File: config.mk
export PLATFORM = sky130hd
export DESIGN_NAME = calc_sequencer_flat
export DESIGN_NICKNAME = d
export VERILOG_FILES = /design/src/rtl/calc_sequencer_if.sv /design/src/rtl/calc_sequencer.sv /design/src/flat_wrapper.sv
export SDC_FILE = /design/constraint.sdc
export NUM_CORES = 1
export LEC_CHECK = 0
export CAP_MARGIN = 40
export CORE_ASPECT_RATIO = 0.75
export CORE_MARGIN = 2
export CORE_UTILIZATION = 46
export DETAILED_ROUTE_END_ITERATION = 16
export PLACE_DENSITY_LB_ADDON = 0.3
export SYNTH_ARGS = -nofsm -noshare
export SYNTH_HDL_FRONTEND = slang
export SYNTH_SLANG_ARGS = --single-unit
File: constraint.sdc
create_clock -name clk -period 2.18 [get_ports clk]
set_input_delay 0.545 -clock clk [delete_from_list [all_inputs] [get_ports clk]]
set_output_delay 0.545 -clock clk [all_outputs]
set_load 0.02 [all_outputs]
File: src/rtl/calc_sequencer_if.sv
// Key-token handshake and arithmetic-unit bus for the calculator sequencer.
// slave = sequencer side, master = key decoder / AU / observer side.
interface calc_sequencer_if #(
    parameter int DATA_W = 8,
    parameter int RES_W  = 16
);
    logic              key_valid;
    logic              key_ready;
    logic [1:0]        key_kind;
    logic [DATA_W-1:0] key_data;
    logic [1:0]        au_signal;
    logic [DATA_W-1:0] au_a;
    logic [DATA_W-1:0] au_b;
    logic [RES_W-1:0]  au_result;
    logic [RES_W-1:0]  result;
    logic              result_valid;
    logic              done;
    logic              neg;
    logic              err;
    logic [2:0]        state_dbg;

    modport slave (
        input  key_valid, key_kind, key_data, au_result,
        output key_ready, au_signal, au_a, au_b,
        output result, result_valid, done, neg, err, state_dbg
    );

    modport master (
        output key_valid, key_kind, key_data, au_result,
        input  key_ready, au_signal, au_a, au_b,
        input  result, result_valid, done, neg, err, state_dbg
    );
endinterface

File: src/rtl/calc_sequencer.sv
// Calculator control FSM: collects A/op/B key tokens, drives the AU,
// waits SETTLE_CYC cycles, then captures and holds the AU result.
// Ports: clk, rst (async, active-high), bus (calc_sequencer_if.slave).
module calc_sequencer #(
    parameter int DATA_W     = 8,
    parameter int RES_W      = 16,
    parameter int SETTLE_CYC = 2
) (
    input  logic              clk,
    input  logic              rst,
    calc_sequencer_if.slave   bus
);
    localparam int CNT_W = (SETTLE_CYC > 1) ? $clog2(SETTLE_CYC) : 1;

    localparam logic [1:0] K_OPND = 2'b00;
    localparam logic [1:0] K_OPER = 2'b01;
    localparam logic [1:0] K_EQ   = 2'b10;
    localparam logic [1:0] K_CLR  = 2'b11;
    localparam logic [1:0] OP_SUB = 2'b10;

    typedef enum logic [2:0] {
        IDLE   = 3'd0,
        GOT_A  = 3'd1,
        GOT_OP = 3'd2,
        GOT_B  = 3'd3,
        EXEC   = 3'd4,
        DONE   = 3'd5
    } state_t;

    state_t            state_q, state_d;
    logic [DATA_W-1:0] a_q, a_d, b_q, b_d;
    logic [1:0]        op_q, op_d;
    logic [RES_W-1:0]  res_q, res_d;
    logic [CNT_W-1:0]  cnt_q, cnt_d;
    logic              neg_q, neg_d;
    logic              err_q, err_d;
    logic              done_q, done_d;

    logic xfer, is_opnd, is_oper, is_eq, is_clr, bad_op;
    logic want_a, want_b;

    always_ff @(posedge clk or posedge rst) begin
        if (rst) begin
            state_q <= IDLE;
            a_q     <= '0;
            b_q     <= '0;
            op_q    <= '0;
            res_q   <= '0;
            cnt_q   <= '0;
            neg_q   <= 1'b0;
            err_q   <= 1'b0;
            done_q  <= 1'b0;
        end else begin
            state_q <= state_d;
            a_q     <= a_d;
            b_q     <= b_d;
            op_q    <= op_d;
            res_q   <= res_d;
            cnt_q   <= cnt_d;
            neg_q   <= neg_d;
            err_q   <= err_d;
            done_q  <= done_d;
        end
    end

    always_comb begin
        state_d = state_q;
        a_d     = a_q;
        b_d     = b_q;
        op_d    = op_q;
        res_d   = res_q;
        cnt_d   = cnt_q;
        neg_d   = neg_q;
        err_d   = err_q;
        done_d  = 1'b0;

        xfer    = bus.key_valid && (state_q != EXEC);
        is_opnd = bus.key_kind == K_OPND;
        is_oper = (bus.key_kind == K_OPER) && (bus.key_data[1:0] != 2'b00);
        bad_op  = (bus.key_kind == K_OPER) && (bus.key_data[1:0] == 2'b00);
        is_eq   = bus.key_kind == K_EQ;
        is_clr  = bus.key_kind == K_CLR;
        want_a  = (state_q == IDLE) || (state_q == GOT_A) || (state_q == DONE);
        want_b  = (state_q == GOT_OP) || (state_q == GOT_B);

        if (state_q == EXEC) begin
            if (cnt_q == '0) begin
                res_d   = bus.au_result;
                neg_d   = (op_q == OP_SUB) && (a_q < b_q);
                done_d  = 1'b1;
                state_d = DONE;
            end else begin
                cnt_d = cnt_q - 1'b1;
            end
        end else if (xfer) begin
            unique case (1'b1)
                is_clr: begin
                    state_d = IDLE;
                    a_d     = '0;
                    b_d     = '0;
                    op_d    = '0;
                    res_d   = '0;
                    cnt_d   = '0;
                    neg_d   = 1'b0;
                    err_d   = 1'b0;
                end
                is_opnd && want_a: begin
                    a_d     = bus.key_data;
                    state_d = GOT_A;
                end
                is_opnd && want_b: begin
                    b_d     = bus.key_data;
                    state_d = GOT_B;
                end
                is_oper && ((state_q == GOT_A) || (state_q == GOT_OP)): begin
                    op_d    = bus.key_data[1:0];
                    state_d = GOT_OP;
                end
                // Chaining feeds only the low byte back as A; a wider
                // result cannot be represented, so flag it.
                is_oper && (state_q == DONE): begin
                    a_d     = res_q[DATA_W-1:0];
                    op_d    = bus.key_data[1:0];
                    state_d = GOT_OP;
                    if (res_q[RES_W-1:DATA_W] != '0)
                        err_d = 1'b1;
                end
                is_eq && (state_q == GOT_A): begin
                    op_d    = 2'b00;
                    cnt_d   = CNT_W'(SETTLE_CYC - 1);
                    state_d = EXEC;
                end
                is_eq && (state_q == GOT_B): begin
                    cnt_d   = CNT_W'(SETTLE_CYC - 1);
                    state_d = EXEC;
                end
                is_eq && (state_q == DONE): begin
                end
                default: begin
                    err_d = 1'b1;
                end
            endcase
        end
    end

    assign bus.key_ready    = (state_q != EXEC);
    assign bus.au_signal    = (state_q == EXEC) ? op_q : 2'b00;
    assign bus.au_a         = a_q;
    assign bus.au_b         = b_q;
    assign bus.result       = res_q;
    assign bus.result_valid = (state_q == DONE);
    assign bus.done         = done_q;
    assign bus.neg          = neg_q;
    assign bus.err          = err_q;
    assign bus.state_dbg    = state_q;

    logic unused_bad_op;
    assign unused_bad_op = bad_op;
endmodule
File: src/flat_wrapper.sv
// flat-port wrapper written by rule: the top's interface ports become plain ports
module calc_sequencer_flat 
#(
    parameter int DATA_W     = 8,
    parameter int RES_W      = 16,
    parameter int SETTLE_CYC = 2
)
  (clk, rst, bus_key_valid, bus_key_kind, bus_key_data, bus_au_result, bus_key_ready, bus_au_signal, bus_au_a, bus_au_b, bus_result, bus_result_valid, bus_done, bus_neg, bus_err, bus_state_dbg);
  calc_sequencer_if #(.DATA_W(DATA_W), .RES_W(RES_W)) bus_i ();
  input  logic clk;
  input  logic rst;
  input wire logic [$bits(bus_i.key_valid)-1:0] bus_key_valid;
  input wire logic [$bits(bus_i.key_kind)-1:0] bus_key_kind;
  input wire logic [$bits(bus_i.key_data)-1:0] bus_key_data;
  input wire logic [$bits(bus_i.au_result)-1:0] bus_au_result;
  output wire logic [$bits(bus_i.key_ready)-1:0] bus_key_ready;
  output wire logic [$bits(bus_i.au_signal)-1:0] bus_au_signal;
  output wire logic [$bits(bus_i.au_a)-1:0] bus_au_a;
  output wire logic [$bits(bus_i.au_b)-1:0] bus_au_b;
  output wire logic [$bits(bus_i.result)-1:0] bus_result;
  output wire logic [$bits(bus_i.result_valid)-1:0] bus_result_valid;
  output wire logic [$bits(bus_i.done)-1:0] bus_done;
  output wire logic [$bits(bus_i.neg)-1:0] bus_neg;
  output wire logic [$bits(bus_i.err)-1:0] bus_err;
  output wire logic [$bits(bus_i.state_dbg)-1:0] bus_state_dbg;
  assign bus_i.key_valid = bus_key_valid;
  assign bus_i.key_kind = bus_key_kind;
  assign bus_i.key_data = bus_key_data;
  assign bus_i.au_result = bus_au_result;
  assign bus_key_ready = bus_i.key_ready;
  assign bus_au_signal = bus_i.au_signal;
  assign bus_au_a = bus_i.au_a;
  assign bus_au_b = bus_i.au_b;
  assign bus_result = bus_i.result;
  assign bus_result_valid = bus_i.result_valid;
  assign bus_done = bus_i.done;
  assign bus_neg = bus_i.neg;
  assign bus_err = bus_i.err;
  assign bus_state_dbg = bus_i.state_dbg;
  calc_sequencer #(.DATA_W(DATA_W), .RES_W(RES_W), .SETTLE_CYC(SETTLE_CYC)) u_core (.clk(clk), .rst(rst), .bus(bus_i));
endmodule
# [Yosys cells after proc, flatten, opt, wreduce, memory -nomap -nowiden]
# Cells that the tools add are included.
[op_classes] addsub=1 n_lt_le_gt_ge=1 eq_ne=12 muxes=24 bitwise=2 reduce_logical=36
[op_table] op="$mux 16" count=4
[op_table] op="$pmux 8 s3" count=1
[op_table] op="$pmux 8 s2" count=1
[op_table] op="$pmux 3 s5" count=1
[op_table] op="$reduce_and 3->1" count=5
[op_table] op="$logic_and 1x1->1" count=10
[op_table] op="$mux 1" count=10
[op_table] op="$reduce_bool 2->1" count=5
[op_table] op="$mux 3" count=3
[op_table] op="$lt 8x8->1" count=1
[op_table] op="$reduce_bool 8->1" count=1
[op_table] op="$eq 2x2->1 const B" count=3
[op_table] op="$eq 3x2->1 const B" count=2
[op_table] op="$eq 3x3->1 const B" count=2
[op_table] op="$reduce_bool 3->1" count=2
[op_table] op="$reduce_bool 6->1" count=1
[op_table] op="$reduce_or 2->1" count=3
[op_table] op="$reduce_or 6->1" count=1
[op_table] op="$logic_or 1x1->1" count=4
[op_table] op="$ne 2x2->1 const B" count=2
[op_table] op="$pmux 2 s2" count=1
[op_table] op="$reduce_and 4->1" count=1
[op_table] op="$eq 3x1->1 const B" count=1
[op_table] op="$logic_not 3->1" count=1
[op_table] op="9 further kinds" count=10
[word_totals] regBits=41 inputBits=29

# [Longest topological paths before layout]
[depth] ltp_word=7 ltp_mapped=9

# [Worst setup path before layout]
# No wires, ideal clock.
[synth_timing] path_type="register to output" from="register u_core.state_q[0] (netlist: u_core.bus.state_dbg[0])" to="output bus_au_signal[1]" arrival_ps=1310 required_ps=1635 setup_slack_ps=325 stages_incl_launch_ff=5 cell_sequence="dfrtp_1 -> nand2b_1 -> nor2_4 -> inv_4 -> nor2_1"
[synth_via] elab_chain_cells=2
[synth_rtl] item="from (decl)" line_no="calc_sequencer.sv:30" rtl="state_t state_q, state_d;"
[synth_rtl] item="from (signal assigned)" line_no="calc_sequencer.sv:54" rtl="state_q <= state_d;"
[synth_rtl] item="$eq 3x3->1" line_no="calc_sequencer.sv:147" rtl="assign bus.au_signal = (state_q == EXEC) ? op_q : 2'b00;"
[synth_rtl] item="$mux 2" line_no="calc_sequencer.sv:147"
[synth_rtl] item="to (decl)" line_no="flat_wrapper.sv:17" rtl="output wire logic [$bits(bus_i.au_signal)-1:0] bus_au_signal;"
# Every way passes these cells.

# [Worst setup path after layout]
[layout_timing] from="register u_core.state_q[2] (netlist: u_core.bus.state_dbg[2])" to="output bus_key_ready"
[layout_via] elab_chain_cells=1
[layout_rtl] item="$ne 3x3->1" line_no="calc_sequencer.sv:146" rtl="assign bus.key_ready = (state_q != EXEC);"
[layout_rtl] item="to (decl)" line_no="flat_wrapper.sv:16" rtl="output wire logic [$bits(bus_i.key_ready)-1:0] bus_key_ready;"
# Every way passes these cells.

==> flow_metrics.py <==
metrics = {
    "status": {
        "run_status": "complete, no violations",
    },
    "worst_setup_path": {
        "critPathRequiredTime_ns": 1.63,
        "critPathBufInv": 3,
        "crit_family": "buffers and inverters",
        "end_kind": "primary output",
        "worstSetupPathType": "reg2out",
        "crit_chain": "nand2b_1, nor2_4, inv_4, buf_4, dlygate4sd2_1",
        "r2r_end": "u_core.bus.neg$_DFFE_PP0P_",
        "rr_worst_depth": 7,
        "arrival_ns": 1.55,
        "r2r_slack_ns": 0.22,
        "reg2reg_from": "u_core.bus.state_dbg[2]$_DFFE_PP0P_",
        "max_stage_delay_ns": 0.44,
        "startpoint_type": "flop",
        "cpMaxStageDelayCell": "dfrtp_1",
        "crit_fanout": 4,
    },
    "pwr": {
        "p_leak_nw": 1.41,
        "p_total_mw": 3.37,
        "vdd_drop_max_v": 0.000619,
        "powerDensity_mw_per_mm2": 1070,
    },
    "logic_synthesis": {
        "yosysMostFrequentCell": "dfrtp_1",
        "yosysTopAreaCell": "dfrtp_1",
        "synth_edf_count": 0,
        "netlist_instances": 223,
        "ys.flop_type": "dfrtp_1",
        "ys_warn_count": 0,
        "syn_area_mm2": 0.00217,
        "netlist.area_leader.share_pct": 47.3,
        "synth_nets": 259,
        "ys_types": 46,
        "async_flop_share_pct": 100,
        "yosys-top-cells-area": "dfrtp_1, nand2_1, nand3_1",
        "ys_ff_latch": 41,
        "yosys-top-cells-count": "dfrtp_1, nand2_1, nand3_1, inv_1, nor2_1",
        "postSynthAreaPerCell_um2": 9.73,
        "synth_seq_area_share_pct": 47.3,
    },
    "flow_run": {
        "drv_cap": 0,
    },
    "floorplan": {
        "fp.dieArea_mm2": 0.00529,
        "die_y_um": 63.5,
        "core_mm2": 0.00449,
        "start_util_pct": 48.3,
        "pin_count": 71,
        "fp-row-count": 21,
        "die_x_um": 83.3,
    },
    "place": {
        "gp_congestion": 0.903,
        "portBuffers": 70,
        "dp_hpwl_um": 4490,
    },
    "cells_and_area": {
        "n_fill_cell": 343,
        "area_growth_pct": 45.8,
        "antennaDiodeCount": 0,
        "layout.nets": 345,
        "layout-drive-gt1-share_pct": 12.9,
    },
    "timing": {
        "whs_ns": 0.500,
        "finalSetupViolations": 0,
        "drv_slew": 0,
        "fmax_ghz": 0.478,
        "tightest_slew_ns": 0.631,
        "fin_crit_sh_pct": 96.0,
        "finClkSkew_ns": 0.00944,
        "hold_viol_final": 0,
        "slew_headroom_pct": 57.6,
        "rsz0062_at_grt": "no",
        "fin_crit_ns": 2.09,
    },
    "clock_tree": {
        "numCtsBuffers": 5,
        "cts_tree": "done",
        "cts_resized": 4,
        "cts.sinks": 41,
        "cts_hold_buf": 0,
        "clk_latency_ns": 0.30,
        "cts_root_buf": "clkbuf_8",
        "htreeDepth": 2,
        "clk_path_buf_depth": 2,
        "postCtsSetupRepairBufs": 0,
        "clk_pin_slew_ns": 0.08,
    },
    "routing": {
        "drt_wl_total_um": 6100,
        "vias_per_cell": 5.68,
        "post-route-drc-count": 0,
        "firstDrtPassIters": 4,
        "vias": 2086,
        "routedWlPerCell_um": 16.6,
        "drt_iter0_drc": 189,
        "antenna_left": 0,
    },
    "global_route": {
        "overflow": 0,
        "grt_pass1_wl_um": 10000,
        "antenna_found_initial": 0,
        "grt_max_degree": 42,
        "track_usage_pct": 24.2,
        "grt_pass1_vias": 1968,
    },
    "min_path": {
        "hp-start": "u_core.bus.result[10]$_DFFE_PP0P_",
        "hold_path_class": "reg2reg",
        "min_to": "u_core.bus.result[10]$_DFFE_PP0P_",
        "hold_depth": 2,
    },
}
-- cell families (layout without fill, tap and decap cells) --
| kind of cell | Yosys count | in the layout | share of synthesized area (%) |
|---|---|---|---|
| simple gates | 84 | 84 | 20.2 |
| flops | 41 | 41 | 47.3 |
| compound gates | 63 | 63 | 22.2 |
| fa+ha+maj | 7 | 7 | 4.03 |
| mux | 1 | 1 | 0.519 |
| buf+inv | 27 | 114 | 5.76 |
-- state kept, by name (all words and copies together), names as in the netlist --
name,flops
u_core.bus.neg,1
u_core.bus.state_dbg,3
u_core.bus.au_a,8
u_core.bus.done,1
u_core.cnt_q,1
u_core.op_q,2
u_core.bus.err,1
u_core.bus.au_b,8
u_core.bus.result,16
-- how the worst max path moves through the flow --
stage / startpoint / endpoint / slack, ns / cells after the start
2_1_floorplan: u_core.bus.state_dbg[0]$_DFFE_PP0P_ / bus_au_signal[1] / 0.33 / 4
3_3_place_gp: bus_key_kind[0] / u_core.bus.au_a[6]$_DFFE_PP0P_ / 0.02 / 6
3_5_place_dp: bus_key_kind[0] / u_core.bus.au_a[0]$_DFFE_PP0P_ / -0.05 / 6
4_1_cts: u_core.bus.state_dbg[2]$_DFFE_PP0P_ / bus_au_signal[1] / 0.09 / 5
5_1_grt: u_core.bus.state_dbg[2]$_DFFE_PP0P_ / bus_au_signal[1] / 0.002 / 5
6_report: u_core.bus.state_dbg[2]$_DFFE_PP0P_ / bus_key_ready / 0.09 / 5
-- placed cells by master, fill, tap and decap left out, types with 8 or more instances in the layout --
cell              n
nand3_1          18
nand2_1          36
a22o_1            8
o22a_1            9
buf_4            21
nor2_1           10
inv_1            14
dfrtp_1          41
a221o_1           8
clkdlybuf4s50_1  66
-- stage by stage --
step / utilization (%) / TNS, ns / instance area (um2) / setup WS [ns] / std cells
6_report: 70.4 / 0 / 3160 / 0.0878 / 367
5_1_grt: 70.4 / 0 / 3160 / 0.00218 / 367
4_1_cts: 70.4 / 0 / 3160 / 0.0850 / 367
3_5_place_dp: 67.5 / -0.235 / 3030 / -0.0498 / 359
3_3_place_gp: 67.5 / 0 / 3030 / 0.0234 / 359
2_1_floorplan: - / 0 / 2170 / 0.325 / 223
-- per-layer routing --
metal | up-vias | global-route usage, % | part of all wire [%]
met2 | 99 | 35.5 | 43
met5 | - | 0 | 0
met3 | 8 | 8.91 | 9.9
met4 | 0 | 5.33 | 0.79
met1 | 998 | 34.4 | 46
li1 | 981 | - | -
-- where the power goes --
part	internal [mW]	total [mW]	switching (mW)
Clock	0.455	0.728	0.273
Combinational	0.735	1.54	0.808
Sequential	0.933	1.10	0.167
Total	2.12	3.37	1.25
-- layout make-up --
type                    instances  area, um2  area share, %
clock buffers                   5       68.8           2.17
clock inverters                 3       65.1           2.06
inverters                      15       58.8           1.86
multi-input cells             155       1020           32.2
flip-flops and latches         41       1030           32.4
well taps                      57       71.3           2.25
repair buffers                 91        855           27.0
-- worst min-delay path: stages (launching register included) --
cell     delay (ns)
dfrtp_1        0.36
nand2_1        0.06
nand2_1        0.05
Note: power is estimated with default switching activity, not from simulation.
